## src/rtl/boton_eventos_pkg.sv

```systemverilog
// Shared types and constants for the button event stage.
package boton_eventos_pkg;

  localparam int unsigned NUM_BOTONES = 4;

  typedef enum logic [1:0] {
    IDLE,
    PRESIONADO,
    REPITIENDO
  } estado_t;

  typedef struct packed {
    logic       repeticion;
    logic [1:0] codigo;
  } evento_t;

endpackage

```

## src/rtl/boton_eventos_canal.sv

```systemverilog
// One button channel: edge detect, hold/repeat FSM, press pulse and a single pending-event slot.
module boton_eventos_canal
  import boton_eventos_pkg::*;
#(
  parameter int unsigned HOLD_CYCLES   = 16,
  parameter int unsigned REPEAT_CYCLES = 8
) (
  input  logic clk,
  input  logic rst,
  input  logic boton_i,
  input  logic grant_i,
  output logic pulso_o,
  output logic pend_o,
  output logic pend_rep_o,
  output logic drop_o
);

  localparam int unsigned CMAX = (HOLD_CYCLES > REPEAT_CYCLES) ? HOLD_CYCLES : REPEAT_CYCLES;
  localparam int unsigned CW   = $clog2(CMAX) + 1;
  localparam logic [CW-1:0] HOLD_FIN = CW'(HOLD_CYCLES - 1);
  localparam logic [CW-1:0] REP_FIN  = CW'(REPEAT_CYCLES - 1);

  estado_t       estado_q, estado_d;
  logic [CW-1:0] cnt_q, cnt_d;
  logic          prev_q;
  logic          pulso_q, pulso_d;
  logic          pend_q, pend_d;
  logic          rep_q, rep_d;
  logic          evt, evt_rep;

  always_comb begin
    estado_d = estado_q;
    cnt_d    = cnt_q;
    pulso_d  = 1'b0;
    evt      = 1'b0;
    evt_rep  = 1'b0;
    if (!boton_i) begin
      estado_d = IDLE;
      cnt_d    = '0;
    end else begin
      unique case (estado_q)
        IDLE: begin
          if (!prev_q) begin
            estado_d = PRESIONADO;
            cnt_d    = '0;
            pulso_d  = 1'b1;
            evt      = 1'b1;
          end
        end
        PRESIONADO: begin
          if (cnt_q == HOLD_FIN) begin
            estado_d = REPITIENDO;
            cnt_d    = '0;
            evt      = 1'b1;
            evt_rep  = 1'b1;
          end else begin
            cnt_d = cnt_q + CW'(1);
          end
        end
        REPITIENDO: begin
          if (cnt_q == REP_FIN) begin
            cnt_d   = '0;
            evt     = 1'b1;
            evt_rep = 1'b1;
          end else begin
            cnt_d = cnt_q + CW'(1);
          end
        end
        default: estado_d = IDLE;
      endcase
    end
  end

  // A slot granted this cycle is free again, so a new event may take it on the same edge.
  always_comb begin
    pend_d = pend_q & ~grant_i;
    rep_d  = rep_q;
    drop_o = evt & pend_q & ~grant_i;
    if (evt && !drop_o) begin
      pend_d = 1'b1;
      rep_d  = evt_rep;
    end
  end

  always_ff @(posedge clk or posedge rst) begin
    if (rst) begin
      estado_q <= IDLE;
      cnt_q    <= '0;
      prev_q   <= 1'b0;
      pulso_q  <= 1'b0;
      pend_q   <= 1'b0;
      rep_q    <= 1'b0;
    end else begin
      estado_q <= estado_d;
      cnt_q    <= cnt_d;
      prev_q   <= boton_i;
      pulso_q  <= pulso_d;
      pend_q   <= pend_d;
      rep_q    <= rep_d;
    end
  end

  assign pulso_o    = pulso_q;
  assign pend_o     = pend_q;
  assign pend_rep_o = rep_q;

endmodule

```

## src/rtl/boton_eventos.sv

```systemverilog
// Debounced buttons to press/repeat events: per-button channels, fixed-priority arbiter, event FIFO.
module boton_eventos
  import boton_eventos_pkg::*;
#(
  parameter int unsigned HOLD_CYCLES   = 16,
  parameter int unsigned REPEAT_CYCLES = 8,
  parameter int unsigned FIFO_DEPTH    = 4
) (
  input  logic                        clk,
  input  logic                        rst,
  input  logic [3:0]                  boton_debounce_i,
  output logic [3:0]                  pulso_o,
  output logic                        evento_valid_o,
  input  logic                        evento_ready_i,
  output logic [1:0]                  evento_codigo_o,
  output logic                        evento_repeticion_o,
  output logic [$clog2(FIFO_DEPTH):0] ocupacion_o,
  output logic                        overflow_o
);

  localparam int unsigned PW   = $clog2(FIFO_DEPTH);
  localparam int unsigned CNTW = PW + 1;

  logic [NUM_BOTONES-1:0] pend, pend_rep, grant, drop;

  for (genvar g = 0; g < NUM_BOTONES; g++) begin : g_canal
    boton_eventos_canal #(
      .HOLD_CYCLES  (HOLD_CYCLES),
      .REPEAT_CYCLES(REPEAT_CYCLES)
    ) u_canal (
      .clk       (clk),
      .rst       (rst),
      .boton_i   (boton_debounce_i[g]),
      .grant_i   (grant[g]),
      .pulso_o   (pulso_o[g]),
      .pend_o    (pend[g]),
      .pend_rep_o(pend_rep[g]),
      .drop_o    (drop[g])
    );
  end

  evento_t         mem_q [FIFO_DEPTH];
  logic [PW-1:0]   wr_q, rd_q;
  logic [CNTW-1:0] cnt_q, cnt_d;
  logic            overflow_q;
  logic            hay, lleno, push, pop;
  logic [1:0]      sel;
  evento_t         nuevo;

  always_comb begin
    sel = '0;
    hay = 1'b0;
    for (int unsigned i = 0; i < NUM_BOTONES; i++) begin
      if (pend[i] && !hay) begin
        hay = 1'b1;
        sel = 2'(i);
      end
    end
    lleno = (cnt_q == CNTW'(FIFO_DEPTH));
    pop   = (cnt_q != '0) && evento_ready_i;
    // Full FIFO still accepts when the head leaves on the same edge.
    push  = hay && (!lleno || pop);
    grant = '0;
    if (push) grant[sel] = 1'b1;
    nuevo.repeticion = pend_rep[sel];
    nuevo.codigo     = sel;
    unique case ({push, pop})
      2'b10:   cnt_d = cnt_q + CNTW'(1);
      2'b01:   cnt_d = cnt_q - CNTW'(1);
      default: cnt_d = cnt_q;
    endcase
  end

  always_ff @(posedge clk or posedge rst) begin
    if (rst) begin
      for (int unsigned i = 0; i < FIFO_DEPTH; i++) mem_q[i] <= '0;
      wr_q       <= '0;
      rd_q       <= '0;
      cnt_q      <= '0;
      overflow_q <= 1'b0;
    end else begin
      if (push) begin
        mem_q[wr_q] <= nuevo;
        wr_q        <= wr_q + PW'(1);
      end
      if (pop) rd_q <= rd_q + PW'(1);
      cnt_q      <= cnt_d;
      overflow_q <= overflow_q | (|drop);
    end
  end

  assign evento_valid_o      = (cnt_q != '0);
  assign evento_codigo_o     = mem_q[rd_q].codigo;
  assign evento_repeticion_o = mem_q[rd_q].repeticion;
  assign ocupacion_o         = cnt_q;
  assign overflow_o          = overflow_q;

endmodule

```

## config.mk

```make
export PLATFORM = sky130hd
export DESIGN_NAME = boton_eventos
export DESIGN_NICKNAME = d
export VERILOG_FILES = /design/src/rtl/boton_eventos_pkg.sv /design/src/rtl/boton_eventos_canal.sv /design/src/rtl/boton_eventos.sv
export SDC_FILE = /design/constraint.sdc
export NUM_CORES = 1
export LEC_CHECK = 0
export CORE_MARGIN = 2
export CORE_UTILIZATION = 52
export CTS_CLUSTER_SIZE = 40
export DETAILED_ROUTE_END_ITERATION = 7
export HOLD_SLACK_MARGIN = 0.05
export PLACE_DENSITY = 0.71
export SKIP_LAST_GASP = 1
export SYNTH_ARGS = -nofsm -noshare
export SYNTH_HDL_FRONTEND = slang
export SYNTH_SLANG_ARGS = --single-unit
export TNS_END_PERCENT = 20
```

## constraint.sdc

```tcl
create_clock -name clk -period 5.13 [get_ports clk]
set_clock_uncertainty 0.2 [all_clocks]
set_input_delay 1.2825 -clock clk [delete_from_list [all_inputs] [get_ports clk]]
set_output_delay 1.2825 -clock clk [all_outputs]
set_load 0.01 [all_outputs]
```

== Word level (Yosys, flattened, before mapping) ==
Cells that the tools add are included.

* Bits of input ports: 7
* Register bits after elaboration: 64
* Logic and storage cells: 233

* Add/subtract/negate cells: 8
* Equal/unequal tests: 35
* $lt $le $gt $ge: 5
* Muxes and demuxes: 95
* Reduce and logical (&&, ||, !) cells: 35
* Bitwise operators: 19

{| class="wikitable"
|+ Operator list
! cell !! number
|-
| 5-bit two-way mux || 16
|-
| 5-bit one-hot mux with 3 select lines || 4
|-
| 1-bit two-way mux || 39
|-
| 2-bit two-way mux || 14
|-
| 2-bit one-hot mux with 3 select lines || 4
|-
| 5-bit by 1-bit adder with 5-bit output, second input constant || 4
|-
| 5-bit by 3-bit == test with 1-bit output, second input constant || 4
|-
| 5-bit by 4-bit == test with 1-bit output, second input constant || 4
|-
| 4-bit by 1-bit inequality test with 1-bit output, second input constant || 4
|-
| 1-bit bitwise AND || 12
|-
| 12-bit bitwise mux || 1
|-
| 3-bit by 2-bit inequality test with 1-bit output, second input constant || 4
|-
| 3-bit inequality test, second input constant || 4
|-
| 1-bit one-hot mux with 3 select lines || 4
|-
| 3-bit AND reduction || 4
|-
| 1-bit logical AND || 11
|-
| 2-bit by 1-bit == test with 1-bit output, second input constant || 5
|-
| 2-bit == test, second input constant || 5
|-
| 3-bit two-way mux || 3
|-
| 1-bit zero test || 8
|-
| 2-bit zero test || 4
|-
| 2-bit inequality test, second input constant || 4
|-
| 1-bit one-hot mux with 2 select lines || 4
|-
| 2-bit AND reduction || 4
|-
| other kinds (21) || 27
|}

== Logic depth before layout (Yosys ltp) ==
* Depth in word-level cells: 20
* Depth in mapped cells: 10
* Mapped depth without buffers: 9

== By module ==
Synthesis repeated with hierarchy kept, for this count alone.

* Cell total of the unflattened synthesis: 385
* Area, all modules: 3881.2 um2

{| class="wikitable"
|+ By module, submodules not included
! module !! area an instance (um2) !! sequential area each (um2) !! cells each !! times used
|-
| boton_eventos_canal at g_canal[0].u_canal ... || 703.2 || 275.3 || 74 || 2
|-
| boton_eventos || 1092.3 || 500.5 || 96 || 1
|-
| boton_eventos_canal at g_canal[3].u_canal || 691.9 || 275.3 || 71 || 1
|-
| boton_eventos_canal at g_canal[1].u_canal || 690.7 || 275.3 || 70 || 1
|}

== Least setup slack after synthesis ==
OpenSTA, ideal clock, no wires.

* Path kind: input to register
* From: input evento_ready_i
* To: register cnt_q[2] (netlist: ocupacion_o[2])
* Path slack: 2.138 ns
* Stages on the path: 9
* Library setup time: 0.079 ns
* Path buffers: 0
* Arrival time: 2.713 ns
* Cell sequence: nor4b_4 a21oi_2 inv_1 ha_1 inv_1 fa_1 xor2_1 nor2_1 xor2_1

* Longest elaborated chain between the ends: 5
* Elaborated cells on any way between the ends: 7
* Classes of those cells: 2 x eq/ne; 1 x mux; 4 x reduce/logical

{| class="wikitable"
|+ RTL lines
! element !! line !! text
|-
| from (decl) || boton_eventos.sv:14 || <nowiki>input logic evento_ready_i,</nowiki>
|-
| 1-bit logical AND (*) || boton_eventos.sv:60 || <nowiki>pop = (cnt_q != '0) && evento_ready_i;</nowiki>
|-
| 1-bit logical OR || boton_eventos.sv:62 || <nowiki>push = hay && (!lleno || pop);</nowiki>
|-
| 1-bit logical AND || boton_eventos.sv:62 ||
|-
| 2-bit by 1-bit == test with 1-bit output or 2-bit == test (tied branches) || boton_eventos.sv:67 || <nowiki>unique case ({push, pop})</nowiki>
|-
| 3-bit one-hot mux with 2 select lines or 2-bit nonzero test (tied branches) || -- ||
|-
| to (signal assigned) || boton_eventos.sv:87 || <nowiki>cnt_q <= cnt_d;</nowiki>
|-
| to (decl) || boton_eventos.sv:44 || <nowiki>logic [CNTW-1:0] cnt_q, cnt_d;</nowiki>
|}

Mark *: on every way between the ends. The rest lies on a longest branch, timed or not.
A chain may end at the register's enable or synchronous reset.

== Final worst setup path ==
* From: register rd_q[0]
* To: output evento_repeticion_o

* Longest elaborated chain between the ends: 4

{| class="wikitable"
|+ RTL lines
! element !! line !! text
|-
| from (decl) || boton_eventos.sv:43 || <nowiki>logic [PW-1:0] wr_q, rd_q;</nowiki>
|-
| from (signal assigned) || boton_eventos.sv:86 || <nowiki>if (pop) rd_q <= rd_q + PW'(1);</nowiki>
|-
| 2-bit NOT with 3-bit output (not written as such) || boton_eventos.sv:94 || <nowiki>assign evento_repeticion_o = mem_q[rd_q].repeticion;</nowiki>
|-
| 3-bit binary-select mux with 2-bit select || boton_eventos.sv:94 ||
|-
| 3-bit two-way mux (not written as such) (2 in series) || boton_eventos.sv:94 ||
|-
| to (decl) || boton_eventos.sv:16 || <nowiki>output logic evento_repeticion_o,</nowiki>
|}

No other way between the ends. The select of a mux whose other input is x is not followed.

==> impl_summary.txt <==
----------------------------------------------------
[Power and ir drop]
  Leakage power of the design ... between 1.5 and 2 nW
  Worst vdd rail ir drop ... between 0.2 and 0.25 mV
  Total power per unit cell area ... 426.2 nW/um^2

[Clock tree]
  Clock Sinks ... 64
  Post-CTS Repair Setup Buffers ... 0
  Number of resized instances in the post-cts repair step ... 0
  Clock root buffer ... clkbuf_8
  Clock latency of the later-clocked register in the worst-skew pair ... around 0.33 ns
  Hold-fix buffers, CTS ... 0
  Clock tree from TritonCTS ... yes
  Buffer levels on the longest clock path ... 2
  H-tree level count ... 3
  Worst-path clk slew ... 0.06 ns
  Clock buffer count from CTS ... 9

[Synth]
  Flops & latches, synth ... 64
  Synth Warn # ... 0
  Post-synthesis cell area ... 3638 um^2
  Post-synth EDFFs ... 0
  Nets in the synthesized netlist ... 400
  Dominant register cell in the synthesized netlist ... dfrtp_1
  Distinct cell type count after synthesis ... 47
  Sequential area share after synthesis ... between 40% and 50%
  Cells after Synth ... 358
  Syn Area/Cell ... roughly 10 um^2
  Share of flip-flops with an asynchronous set or reset after synthesis ... 100.0%

[Setup path]
  Setup slack on the worst flop-to-flop path ... approximately 2.7 ns
  Worst setup path startpoint ... rd_q[0]
  Endpoint of the most critical setup path ... evento_repeticion_o
  Endpoint of the worst register-to-register path ... g_canal[2].u_canal.pend_rep_o
  Crit Path Max Fanout ... 5
  Setup Crit Path Kind ... register to primary output
  Worst reg2reg startpoint ... g_canal[2].u_canal.estado_q[0]
  Worst endpoint required time ... 3.65 ns
  Cell count of the worst reg-to-reg path ... 6
  CP Capture Type ... primary output
  Critical path launch point type ... register
  WP data arrival ... between 1.5 and 2 ns

[Die]
  Die Outline Area ... 7683 um^2
  Die Y ... a little under 90 um
  Die Width ... 87.65 um
  Boundary Pins ... 19
  Core area ... 6794 um^2
  Initial cell density of the core ... 53.55%
  Number of rows created at floorplan ... 30

[Drt]
  Final routed wirelength across all metal layers ... 6.312 mm
  Number of DRC markers in iteration 0 ... 52
  Total iterations of the first detailed-routing run ... 4
  Per-cell routed wire length ... between 10 and 15 um
  DR vias ... 2568
  Vias per cell ... 5.339
  Number of DRC violations after detailed routing ... 0
  Remaining antenna violation count after routing ... 0

[Global route]
  Wire length of the first global-routing pass ... 11.16 mm
  Total grt overflow ... 0
  Number of antenna violations at the first check in global routing ... 0
  All-Layer GR Usage ... 18.35%
  Number of global-route vias before repair ... 2494
  Pin count of the biggest net entering global routing ... just under 50

[Timing]
  Final WS setup ... approximately 1.8 ns
  Endpoints failing setup ... 0
  Unrepaired setup endpoints after global routing ... false
  Shortest clock period the worst path allows after layout ... approximately 3.3 ns
  Sum of negative setup slack ... 0 ns
  Slew @ Worst Pin ... 0.9515 ns
  Slew HR ... 36.47%
  Highest clock rate ... 300.5 MHz
  Count of final hold-check violations ... 0
  Final worst path period share ... 64.87%
  Final max-slew violation count ... 0

[Place]
  Last weighted congestion value of the routability-driven placer ... 0.8526
  Port Buffers ... 18
  Total half-perimeter wirelength after legalization and detailed placement ... between 4 and 5 mm
  Worst-case setup slack after placement ... about 1.5 ns

[Run status]
  Result of the run ... complete, no violations

[Final layout]
  Area growth, synth to finish ... 12.45%
  Antenna cell count ... 0
  Net count, final ... 423
  Fraction of layout cells with a size suffix above 1 ... 12.99%

[Job]
  Number of violations of the max-capacitance limit ... 0

[Worst hold path]
  Hold crit path type ... register to register

----------------------------------------------------
==> worst max-delay path: stages (launching register included) <==
cell             delay (ns)
dfrtp_1                0.49
mux4_2                 0.54
clkdlybuf4s50_1        0.49
==> cells by family (layout without fill, tap and decap cells) <==
| logic type | count (synthesis) | after routing | share of synthesized area [%] |
|---|---|---|---|
| flip-flops | 64 | 64 | 44.02 |
| adder cells (fa/ha/maj) | 35 | 35 | 12.24 |
| XOR/XNOR | 10 | 10 | 2.407 |
| multiplexers | 23 | 23 | 7.909 |
| AO/OA/AOI/OAI | 68 | 68 | 12.28 |
| AND/OR/NAND/NOR | 118 | 118 | 16.61 |
| buffers and inverters | 40 | 67 | 4.539 |
==> state kept, by name, summed over array words and instances (netlist names) <==
| signal | count |
|---|---|
| g_canal.u_canal.estado_q | 8 |
| g_canal.u_canal.prev_q | 4 |
| g_canal.u_canal.pend_o | 4 |
| wr_q | 2 |
| g_canal.u_canal.pulso_o | 4 |
| ocupacion_o | 3 |
| rd_q | 2 |
| g_canal.u_canal.cnt_q | 20 |
| g_canal.u_canal.pend_rep_o | 4 |
| mem_q | 12 |
| overflow_o | 1 |
==> worst min-delay path by stage <==
stage | slack, ns | start | cells past startpoint | end
2_1_floorplan | 0.26 | g_canal[2].u_canal.pend_rep_o | 1 | g_canal[2].u_canal.pend_rep_o
3_3_place_gp | 0.27 | g_canal[2].u_canal.pend_rep_o | 1 | g_canal[2].u_canal.pend_rep_o
3_5_place_dp | 0.27 | g_canal[2].u_canal.pend_rep_o | 1 | g_canal[2].u_canal.pend_rep_o
4_1_cts | 0.29 | g_canal[2].u_canal.pend_rep_o | 1 | g_canal[2].u_canal.pend_rep_o
5_1_grt | 0.32 | mem_q[1] | 1 | mem_q[1]
6_report | 0.29 | g_canal[2].u_canal.pend_rep_o | 1 | g_canal[2].u_canal.pend_rep_o
==> power by group <==
group / total, mW / internal [mW] / switching [mW]
Combinational: 0.623 / 0.319 / 0.304
Sequential: 0.712 / 0.610 / 0.102
Clock: 0.408 / 0.232 / 0.176
==> cell usage after synthesis (2+ instances only) <==
| library cell | n | area share (%) |
|---|---|---|
| xor2_1 | 7 | 1.7 |
| o31ai_1 | 6 | 1.2 |
| nor2_1 | 28 | 2.9 |
| a32oi_1 | 2 | 0.48 |
| buf_4 | 4 | 0.83 |
| clkbuf_1 | 3 | 0.31 |
| a21oi_2 | 2 | 0.48 |
| inv_1 | 33 | 3.4 |
| a21oi_1 | 17 | 2.3 |
| nor3_1 | 9 | 1.2 |
| nand4_1 | 2 | 0.34 |
| ha_1 | 34 | 12 |
| o221a_2 | 4 | 1.2 |
| nor2b_1 | 5 | 0.86 |
| or4b_2 | 3 | 0.83 |
| dfrtp_1 | 64 | 44 |
| or2_2 | 2 | 0.34 |
| a211o_1 | 2 | 0.48 |
| nand2b_1 | 9 | 1.5 |
| xnor2_1 | 3 | 0.72 |
| and2_1 | 2 | 0.34 |
| and3_1 | 4 | 0.69 |
| nand3_1 | 7 | 0.96 |
| mux2_2 | 15 | 4.6 |
| or3_1 | 4 | 0.69 |
| o21ai_0 | 22 | 3.0 |
| o22ai_1 | 2 | 0.34 |
| nand2_1 | 37 | 3.8 |
| a311o_1 | 3 | 0.83 |
| mux4_2 | 3 | 1.9 |
| mux2i_1 | 4 | 1.1 |
==> stage by stage <==
stage / utilization [%] / total power [mW] / area, um^2 / std cells / hold WS, ns
after detailed placement: 57.48 / 1.347 / 3905 / 466 / 0.2747
after global placement: 57.48 / 1.321 / 3905 / 466 / 0.2737
final: 60.22 / 1.744 / 4091 / 481 / 0.2867
after global routing: 60.22 / 1.876 / 4091 / 481 / 0.3226
after floorplan: - / 1.155 / 3638 / 358 / 0.2581
after CTS: 60.22 / 1.764 / 4091 / 481 / 0.2891
==> cell type report <==
cell class | instances | area [um^2]
Clock buffer | 11 | 141.4
Clock inverter | 4 | 45.04
Fill cell | 566 | 2703
Inverter | 33 | 123.9
Multi-Input combinational cell | 254 | 1872
Sequential cell | 64 | 1602
Tap cell | 96 | 120.1
Timing Repair Buffer | 19 | 187.7
==> layout by cell type (no fill, tap or decap), drive strengths merged, types with 5 or more instances in the layout <==
master / instances
nand3: 7
dfrtp: 64
nor2: 28
a21oi: 19
clkdlybuf4s50: 18
nand2b: 9
inv: 33
ha: 34
nor3: 9
mux2: 16
nand2: 37
o31ai: 6
o21ai: 22
clkbuf: 11
nor2b: 5
and3: 5
xor2: 7
==> layer usage <==
layer / vias up / global-route usage (%) / share of wire (%)
met1: 1247 / 24.65 / 48
li1: 1288 / - / -
met2: 25 / 29.48 / 49
met5: - / 0 / 0
met3: 8 / 3.299 / 2.0
met4: 0 / 7.552 / 1.3
Power figures use the tool's default switching activity.
